==> src/rtl/i2s_tx_stereo.sv <==
// Stereo I2S / left-justified transmitter with a small sample-pair FIFO.
// The bit clock is divided down from the system clock; frames start with a pop (or an underrun).
module i2s_tx_stereo #(
   parameter int SAMPLE_W   = 16,
   parameter int CLK_DIV    = 25,
   parameter int FIFO_DEPTH = 4,
   parameter int PHILIPS    = 1
) (
   input  logic                clock,
   input  logic                reset_l,
   input  logic                enable,
   input  logic [SAMPLE_W-1:0] left_sample,
   input  logic [SAMPLE_W-1:0] right_sample,
   input  logic                in_valid,
   output logic                in_ready,
   input  logic                clr_underrun,
   output logic                underrun,
   output logic                i2s_bclk,
   output logic                i2s_ws,
   output logic                i2s_sd
);

   localparam int FRAME_W = 2 * SAMPLE_W;
   localparam int DIV_W   = $clog2(CLK_DIV);
   localparam int SLOT_W  = $clog2(FRAME_W);
   localparam int PTR_W   = $clog2(FIFO_DEPTH);
   localparam int CNT_W   = PTR_W + 1;

   localparam logic [DIV_W-1:0]  DIV_LAST  = DIV_W'(CLK_DIV - 1);
   localparam logic [SLOT_W-1:0] LAST_SLOT = SLOT_W'(FRAME_W - 1);
   localparam logic [SLOT_W-1:0] RIGHT_1ST = SLOT_W'(SAMPLE_W);
   localparam logic [CNT_W-1:0]  FULL_CNT  = CNT_W'(FIFO_DEPTH);

   logic [DIV_W-1:0]   div_cnt;
   logic [SLOT_W-1:0]  slot;
   logic [FRAME_W-1:0] frame;
   logic               saved_lsb;

   logic [FRAME_W-1:0] mem [FIFO_DEPTH];
   logic [PTR_W-1:0]   wr_ptr;
   logic [PTR_W-1:0]   rd_ptr;
   logic [CNT_W-1:0]   count;

   logic               div_wrap;
   logic               fall;
   logic               load;
   logic               fifo_empty;
   logic               push;
   logic               pop;
   logic [SLOT_W-1:0]  next_slot;
   logic [SLOT_W-1:0]  sd_idx;
   logic [FRAME_W-1:0] cur_frame;
   logic               sd_next;
   logic [CNT_W-1:0]   count_next;

   // divider wrap, fall event, frame load and the bit presented in the next slot
   always_comb begin
      div_wrap   = enable && (div_cnt == DIV_LAST);
      fall       = div_wrap && i2s_bclk;
      load       = fall && (slot == LAST_SLOT);
      fifo_empty = (count == CNT_W'(0));
      push       = in_valid && in_ready;
      pop        = load && !fifo_empty;
      if (slot == LAST_SLOT) begin
         next_slot = SLOT_W'(0);
      end else begin
         next_slot = slot + SLOT_W'(1);
      end
      if (load) begin
         cur_frame = fifo_empty ? FRAME_W'(0) : mem[rd_ptr];
      end else begin
         cur_frame = frame;
      end
      // Philips mode presents each bit one slot late; slot 0 replays the saved right LSB
      sd_idx  = LAST_SLOT - next_slot;
      sd_next = 1'b0;
      if (PHILIPS != 0) begin
         if (next_slot == SLOT_W'(0)) begin
            sd_next = saved_lsb;
         end else begin
            sd_next = cur_frame[sd_idx + SLOT_W'(1)];
         end
      end else begin
         sd_next = cur_frame[sd_idx];
      end
   end

   // FIFO occupancy after this cycle's push/pop
   always_comb begin
      count_next = count;
      case ({push, pop})
         2'b10:   count_next = count + CNT_W'(1);
         2'b01:   count_next = count - CNT_W'(1);
         default: count_next = count;
      endcase
   end

   // serial side: divider, slot counter, frame register and pin registers
   always_ff @(posedge clock) begin
      if (!reset_l || !enable) begin
         div_cnt   <= DIV_W'(0);
         slot      <= LAST_SLOT;
         frame     <= FRAME_W'(0);
         saved_lsb <= 1'b0;
         i2s_bclk  <= 1'b0;
         i2s_ws    <= 1'b0;
         i2s_sd    <= 1'b0;
      end else begin
         if (div_wrap) begin
            div_cnt  <= DIV_W'(0);
            i2s_bclk <= ~i2s_bclk;
         end else begin
            div_cnt  <= div_cnt + DIV_W'(1);
         end
         if (fall) begin
            slot   <= next_slot;
            frame  <= cur_frame;
            i2s_ws <= (next_slot >= RIGHT_1ST);
            i2s_sd <= sd_next;
            if (next_slot == LAST_SLOT) begin
               saved_lsb <= cur_frame[0];
            end
         end
      end
   end

   // sticky underrun; a new underrun wins over a simultaneous clear
   always_ff @(posedge clock) begin
      if (!reset_l) begin
         underrun <= 1'b0;
      end else if (load && fifo_empty) begin
         underrun <= 1'b1;
      end else if (clr_underrun) begin
         underrun <= 1'b0;
      end
   end

   // FIFO pointers, occupancy and ready flag
   always_ff @(posedge clock) begin
      if (!reset_l) begin
         wr_ptr   <= PTR_W'(0);
         rd_ptr   <= PTR_W'(0);
         count    <= CNT_W'(0);
         in_ready <= 1'b1;
      end else begin
         if (push) begin
            wr_ptr <= wr_ptr + PTR_W'(1);
         end
         if (pop) begin
            rd_ptr <= rd_ptr + PTR_W'(1);
         end
         count    <= count_next;
         in_ready <= (count_next != FULL_CNT);
      end
   end

   // FIFO storage, left sample in the upper half
   always_ff @(posedge clock) begin
      if (push) begin
         mem[wr_ptr] <= {left_sample, right_sample};
      end
   end

endmodule
==> config.mk <==
export PLATFORM = sky130hd
export DESIGN_NAME = i2s_tx_stereo
export DESIGN_NICKNAME = d
export VERILOG_FILES = /design/src/rtl/i2s_tx_stereo.sv
export SDC_FILE = /design/constraint.sdc
export NUM_CORES = 1
export LEC_CHECK = 0
export CAP_MARGIN = 15
export CORE_MARGIN = 5
export CORE_UTILIZATION = 47
export DETAILED_ROUTE_END_ITERATION = 12
export PLACE_DENSITY = 0.65
export RECOVER_POWER = 100
export SLEW_MARGIN = 30
export SYNTH_ARGS = -nofsm -noshare
export SYNTH_HDL_FRONTEND = slang
export SYNTH_SLANG_ARGS = --single-unit
==> constraint.sdc <==
create_clock -name clock -period 4.83 [get_ports clock]
set_input_delay 0.966 -clock clock [delete_from_list [all_inputs] [get_ports clock]]
set_output_delay 0.966 -clock clock [all_outputs]
set_load 0.005 [all_outputs]
# Word level (Yosys, flattened, before mapping)
# Memory sizes are Yosys's and may differ from the RTL's. A register that Yosys moved wholly into a read port is not among the register bits.
# Cells that the tools add are included.
# totals
inputBits	37
reg_bits	55
ramBits	128
wordCells	58
memories	1
output_inout_bits	5
# classes
muxes	13
order_cmp	2
n_eq_ne	6
addsub	8
n_bitwise	1
n_reduce_logical	15
# mem_list
memory	words	word_bits	read_ports	rd_clocked_by_memory_dff	wr	line	source
mem	4	32	1	1	1	39	logic [FRAME_W-1:0] mem [FIFO_DEPTH];
# op_table
cell	count
32-bit two-way mux	2
5-bit by 1-bit adder with 5-bit output (second input constant)	3
5-bit equality test (second input constant)	3
1-bit logical AND	6
5-bit by 6-bit < comparator with 1-bit output (second input constant)	1
1-bit two-way mux	6
3-bit case mux with 2 select lines	1
1-bit binary-select mux with 5-bit select	1
5-bit >= comparator (second input constant)	1
5-bit zero test	1
5-bit two-way mux	1
5-bit subtractor (first input constant)	1
2-bit by 1-bit adder with 2-bit output (second input constant)	2
2-bit two-way mux	2
3-bit by 1-bit adder with 3-bit output (second input constant)	1
1-bit zero test	3
3-bit zero test	1
3-bit != test (second input constant)	1
3-bit by 1-bit subtractor with 3-bit output (second input constant)	1
2-bit by 1-bit equality test with 1-bit output (second input constant)	1
2-bit equality test (second input constant)	1
2-bit AND reduction	1
2-bit nonzero test	1
2-bit OR reduction	1
2 further kinds	2

# Longest topological paths before layout
# depth
depth_word	8
depth_mapped	15
ltp_nobuf	13

# Least setup slack after synthesis
# OpenSTA, ideal clock, no wires.
# synth_timing
kind	reg2reg
start	register slot[0]
end	register in_ready
setup_slack_ns	1.512
period_less_slack_ns	3.318
arrival_ns	3.196
n_path_buf	3
path_stages_with_launch	16
path_cell_list	dfxtp_1 ha_1 and3_1 ha_1 and4b_1 and3_1 buf_6 buf_6 clkbuf_1 ha_1 inv_1 fa_1 xor2_1 or3_1 a21boi_0 nand2_1
# synth_between
elab_chain_len	6
elab_cells_between_ends	7
cone_classes	eq/ne (4); mux (1); reduce/logical (2)
# synth_rtl
element	line	source
start, declared	35	logic [SLOT_W-1:0] slot;
start signal, assigned	116	slot <= next_slot;
5-bit equality test *	60	load = fall && (slot == LAST_SLOT);
1-bit logical AND *	60	
1-bit logical AND *	63	pop = load && !fifo_empty;
net pop	49	logic pop;
2-bit by 1-bit equality test with 1-bit output or 2-bit equality test (tied branches)	91	case ({push, pop})
3-bit case mux with 2 select lines *	91	
3-bit != test *	153	in_ready <= (count_next != FULL_CNT);
end signal, assigned	153	
end, declared	15	output logic in_ready,
# Mark *: on every way through the listed nets, which the timed path passes. The rest lies on a longest branch.
# A chain may end at the register's enable or synchronous reset.

# Final worst setup path
# layout_timing
start	input port enable
end	register i2s_sd
# layout_between
elab_chain_len	7
elab_cells_between_ends	9
cone_classes	mux (4); reduce/logical (5)
# layout_rtl
element	line	source
start, declared	11	input logic enable,
1-bit logical AND	58	div_wrap = enable && (div_cnt == DIV_LAST);
1-bit logical AND	59	fall = div_wrap && i2s_bclk;
1-bit logical AND	60	
32-bit two-way mux	69	if (load) begin
1-bit binary-select mux with 5-bit select	81	sd_next = cur_frame[sd_idx + SLOT_W'(1)];
1-bit two-way mux (implied by the code)	81	
1-bit two-way mux	78	if (next_slot == SLOT_W'(0)) begin
end signal, assigned	119	i2s_sd <= sd_next;
end, declared	20	output logic i2s_sd
# Parallel ways exist; a longest one is shown, timed or not. The select of a mux whose other input is x is not followed.

==> results.ini <==
[setup_path]
arrival_ns = 3.89
slowest_stage = nand2_1
rrSetupSlack_ns = 1.37
required_ns = 5.19
cpPeakStageDelay_ns = 0.87
cp-start-kind = input pin
crit-reg2reg-launch = slot[0]$_SDFFE_PP1P_
critPathKind = input pin to flip-flop
rr_endpoint = i2s_sd$_SDFFE_PP0P_
reg2reg_depth = 10
end_kind = flip-flop
crit_path_max_fanout = 35
path_cells = dlygate4sd3_1 -> and3_1 -> nand2_1 -> a22oi_1 -> mux4_2 -> nand4_1 -> a41oi_1 -> a21oi_1

[pwr]
ir_drop_uv = 249
power.density_nw_per_um2 = 374
power_frac_clock_pct = 40.1
seqPwrFrac_pct = 55.9
comb_power_share_pct = 4.0
power.internal_mw = 2.48
leakagePower_nw = 2.78
power.switching_uw = 689
netSwitchingFraction_pct = 21.7

[cts]
clk-insertion-delay-late_ns = 0.43
cts_max_path_buffers = 2
cts_tree = yes
cts_root_buf = clkbuf_16
htreeDepth = 4
cts_resized = 0
clkSinkCount = 185
ctsHoldBuffers = 0
cts.reportedPaths.clkPinSlew_ns = 0.06
post_cts_buffers = 0
numCtsBuffers = 17

[status]
status = finished, violations left
failed_checks = max-capacitance violations, max-slew violations

[routing]
dr.pass1.iters = 5
dr_total_vias = 4005
drt_iter0_drc = 254
post_drt_wl_per_cell_um = 18.1
m1WireLength_um = 5770
route.met2.wl_um = 6850
highest_layer = met4
drcViolationCount = 0
ant_nets = 0
wl_um = 13500
viasPerCell = 5.39
route.met3.wl_um = 546

[global_route]
grt-ovfl-total = 0
antenna_found_initial = 0
grt_pass1_vias = 4234
grt_pass1_wl_um = 22400
grt.total_usage_pct = 16.2
grt_max_degree = 36

[logic_synthesis]
synth_flop_cell = edfxtp_1
synth_area_leaders = edfxtp_1 52%, dfxtp_1 16%, mux4_2 8.3%, mux4_1 2.9%, a22oi_1 2.5%
seq_area_frac_synth_pct = 67.9
synth_cell_type_count = 51
netlist_instances = 474
synth.most_common_cell = edfxtp_1
ys_warn_count = 0
synth_top_area_share_pct = 52.3
synthArstFlopShare_pct = 0
synth-seq-cells = 185
syn_area_um2 = 7350
syn_avg_cell_area_um2 = 15.5
yosysTopAreaCell = edfxtp_1
synthTopCellsByCount = 128 x edfxtp_1, 57 x dfxtp_1, 48 x nor2_1, 27 x mux4_2, 24 x a22oi_1
syn_nets = 524
synth_edf_count = 128

[floorplanning]
die_h_um = 135
core_um2 = 15300
fp-row-count = 45
die_w_um = 135
die_area_um2 = 18200
ioPinCount = 42
initial_core_util_pct = 48.1

[timing]
setup_viol = 0
maxSlewViolCount = 132
finalCritPeriodShare_pct = 73.1
rsz0062_at_grt = false
hold_violations = 0
fmax_mhz = 283
tightest_slew_ns = 2.22
setup_ws_ns = 1.30
finalClockSkew_ns = 0.00939
fin_tns_setup_ns = 0
slew-limit-headroom_pct = -48.0
min_period_ns = 3.53

[layout]
fin_nets = 569
area_growth_pct = 15.3
antennaDiodeCount = 0
drive_gt1_share_pct = 12.2

[worst_hold_path]
worstHoldPathCells = 2
min_delay_worst_endpoint = i2s_ws$_SDFFE_PP0P_
worstHoldPathType = flip-flop to flip-flop
worstHoldStart = i2s_ws$_SDFFE_PP0P_

[placement]
port_buffers = 41
place_ws_ns = 1.33
globalplace.congestion = 0.833
hpwl_um = 8560

[flow_run]
maxCapViolCount = 4

-- metal layers --
layer / vias to the layer above / track usage (%)
li1: 1901 / -
met1: 2000 / 20.5
met2: 83 / 26.5
met3: 21 / 4.69
met4: 0 / 6.49
met5: - / 0
-- final cells by class --
cell class                 instances  area, um^2
clock buffer                      18         429
clock inverter                    14         119
fill                            1236        6790
inverter                          19        71.3
multi-input combinational        247        2150
sequential                       185        4990
tap                              211         264
timing repair buffer              49         452
-- state kept, by name (all words and copies together) (netlist names), 2 cells and up, named ones only --
register	cells
mem	128
frame	32
div_cnt	5
slot	5
count	3
rd_ptr	2
wr_ptr	2
-- worst max-delay path by stage --
stage	from	endpoint	slack (ns)	cells past startpoint
3_5_place_dp	enable	in_ready$_SDFF_PN1_	1.33	10
2_1_floorplan	slot[0]$_SDFFE_PP1P_	in_ready$_SDFF_PN1_	1.51	15
3_3_place_gp	enable	in_ready$_SDFF_PN1_	1.42	10
5_1_grt	slot[0]$_SDFFE_PP1P_	i2s_sd$_SDFFE_PP0P_	1.05	10
4_1_cts	slot[0]$_SDFFE_PP1P_	i2s_sd$_SDFFE_PP0P_	1.52	11
6_report	enable	i2s_sd$_SDFFE_PP0P_	1.30	8
-- power groups by stage --
stage,Clock [mW],Sequential (mW),Combinational (mW)
after floorplan,0,1.80,0.0652
after global placement,0,1.80,0.135
after detailed placement,0,1.80,0.139
after CTS,1.30,1.77,0.140
after global routing,1.38,1.77,0.143
final,1.27,1.77,0.128
-- per-stage QoR --
step	hold WS, ns	cell area [um^2]	utilization, %	std cells	total power, mW
after floorplan	0.430	7350	-	474	1.86
after global placement	0.442	7950	52.1	711	1.93
after detailed placement	0.460	7950	52.1	711	1.94
after CTS	0.469	8490	55.7	743	3.20
after global routing	0.479	8470	55.5	743	3.29
final	0.457	8470	55.5	743	3.17
-- placed cells by master (no fill, tap or decap), types with 7 or more instances in the layout --
cell and n:
a21oi_1 13, and3_1 8, xor2_1 7, inv_1 19, mux4_2 27, mux4_1 8
clkbuf_16 17, ha_1 12, a22oi_1 25, nand2_1 24, edfxtp_1 128, dlygate4sd3_1 40
dfxtp_1 56, o21ai_0 7, nor2_1 48
-- worst max-delay path, delay by kind of cell --
family	cells	cell delay, ns
buffers and inverters	1	0.63
muxes	1	0.53
and+or+nand+nor	3	1.24
AOI/OAI and AO/OA	3	0.51
-- kinds of logic (layout without fill, tap and decap cells) --
group / after synthesis / count (layout) / share of synthesized area [%]
buffers and inverters: 42 / 100 / 2.81
AND/OR/NAND/NOR: 116 / 116 / 7.44
XOR/XNOR: 12 / 12 / 1.43
AO/OA/AOI/OAI: 67 / 67 / 6.44
adder cells (fa/ha/maj): 13 / 13 / 2.32
flip-flops: 185 / 185 / 67.9
multiplexers: 39 / 39 / 11.7
Note: power is estimated with default switching activity, not from simulation.
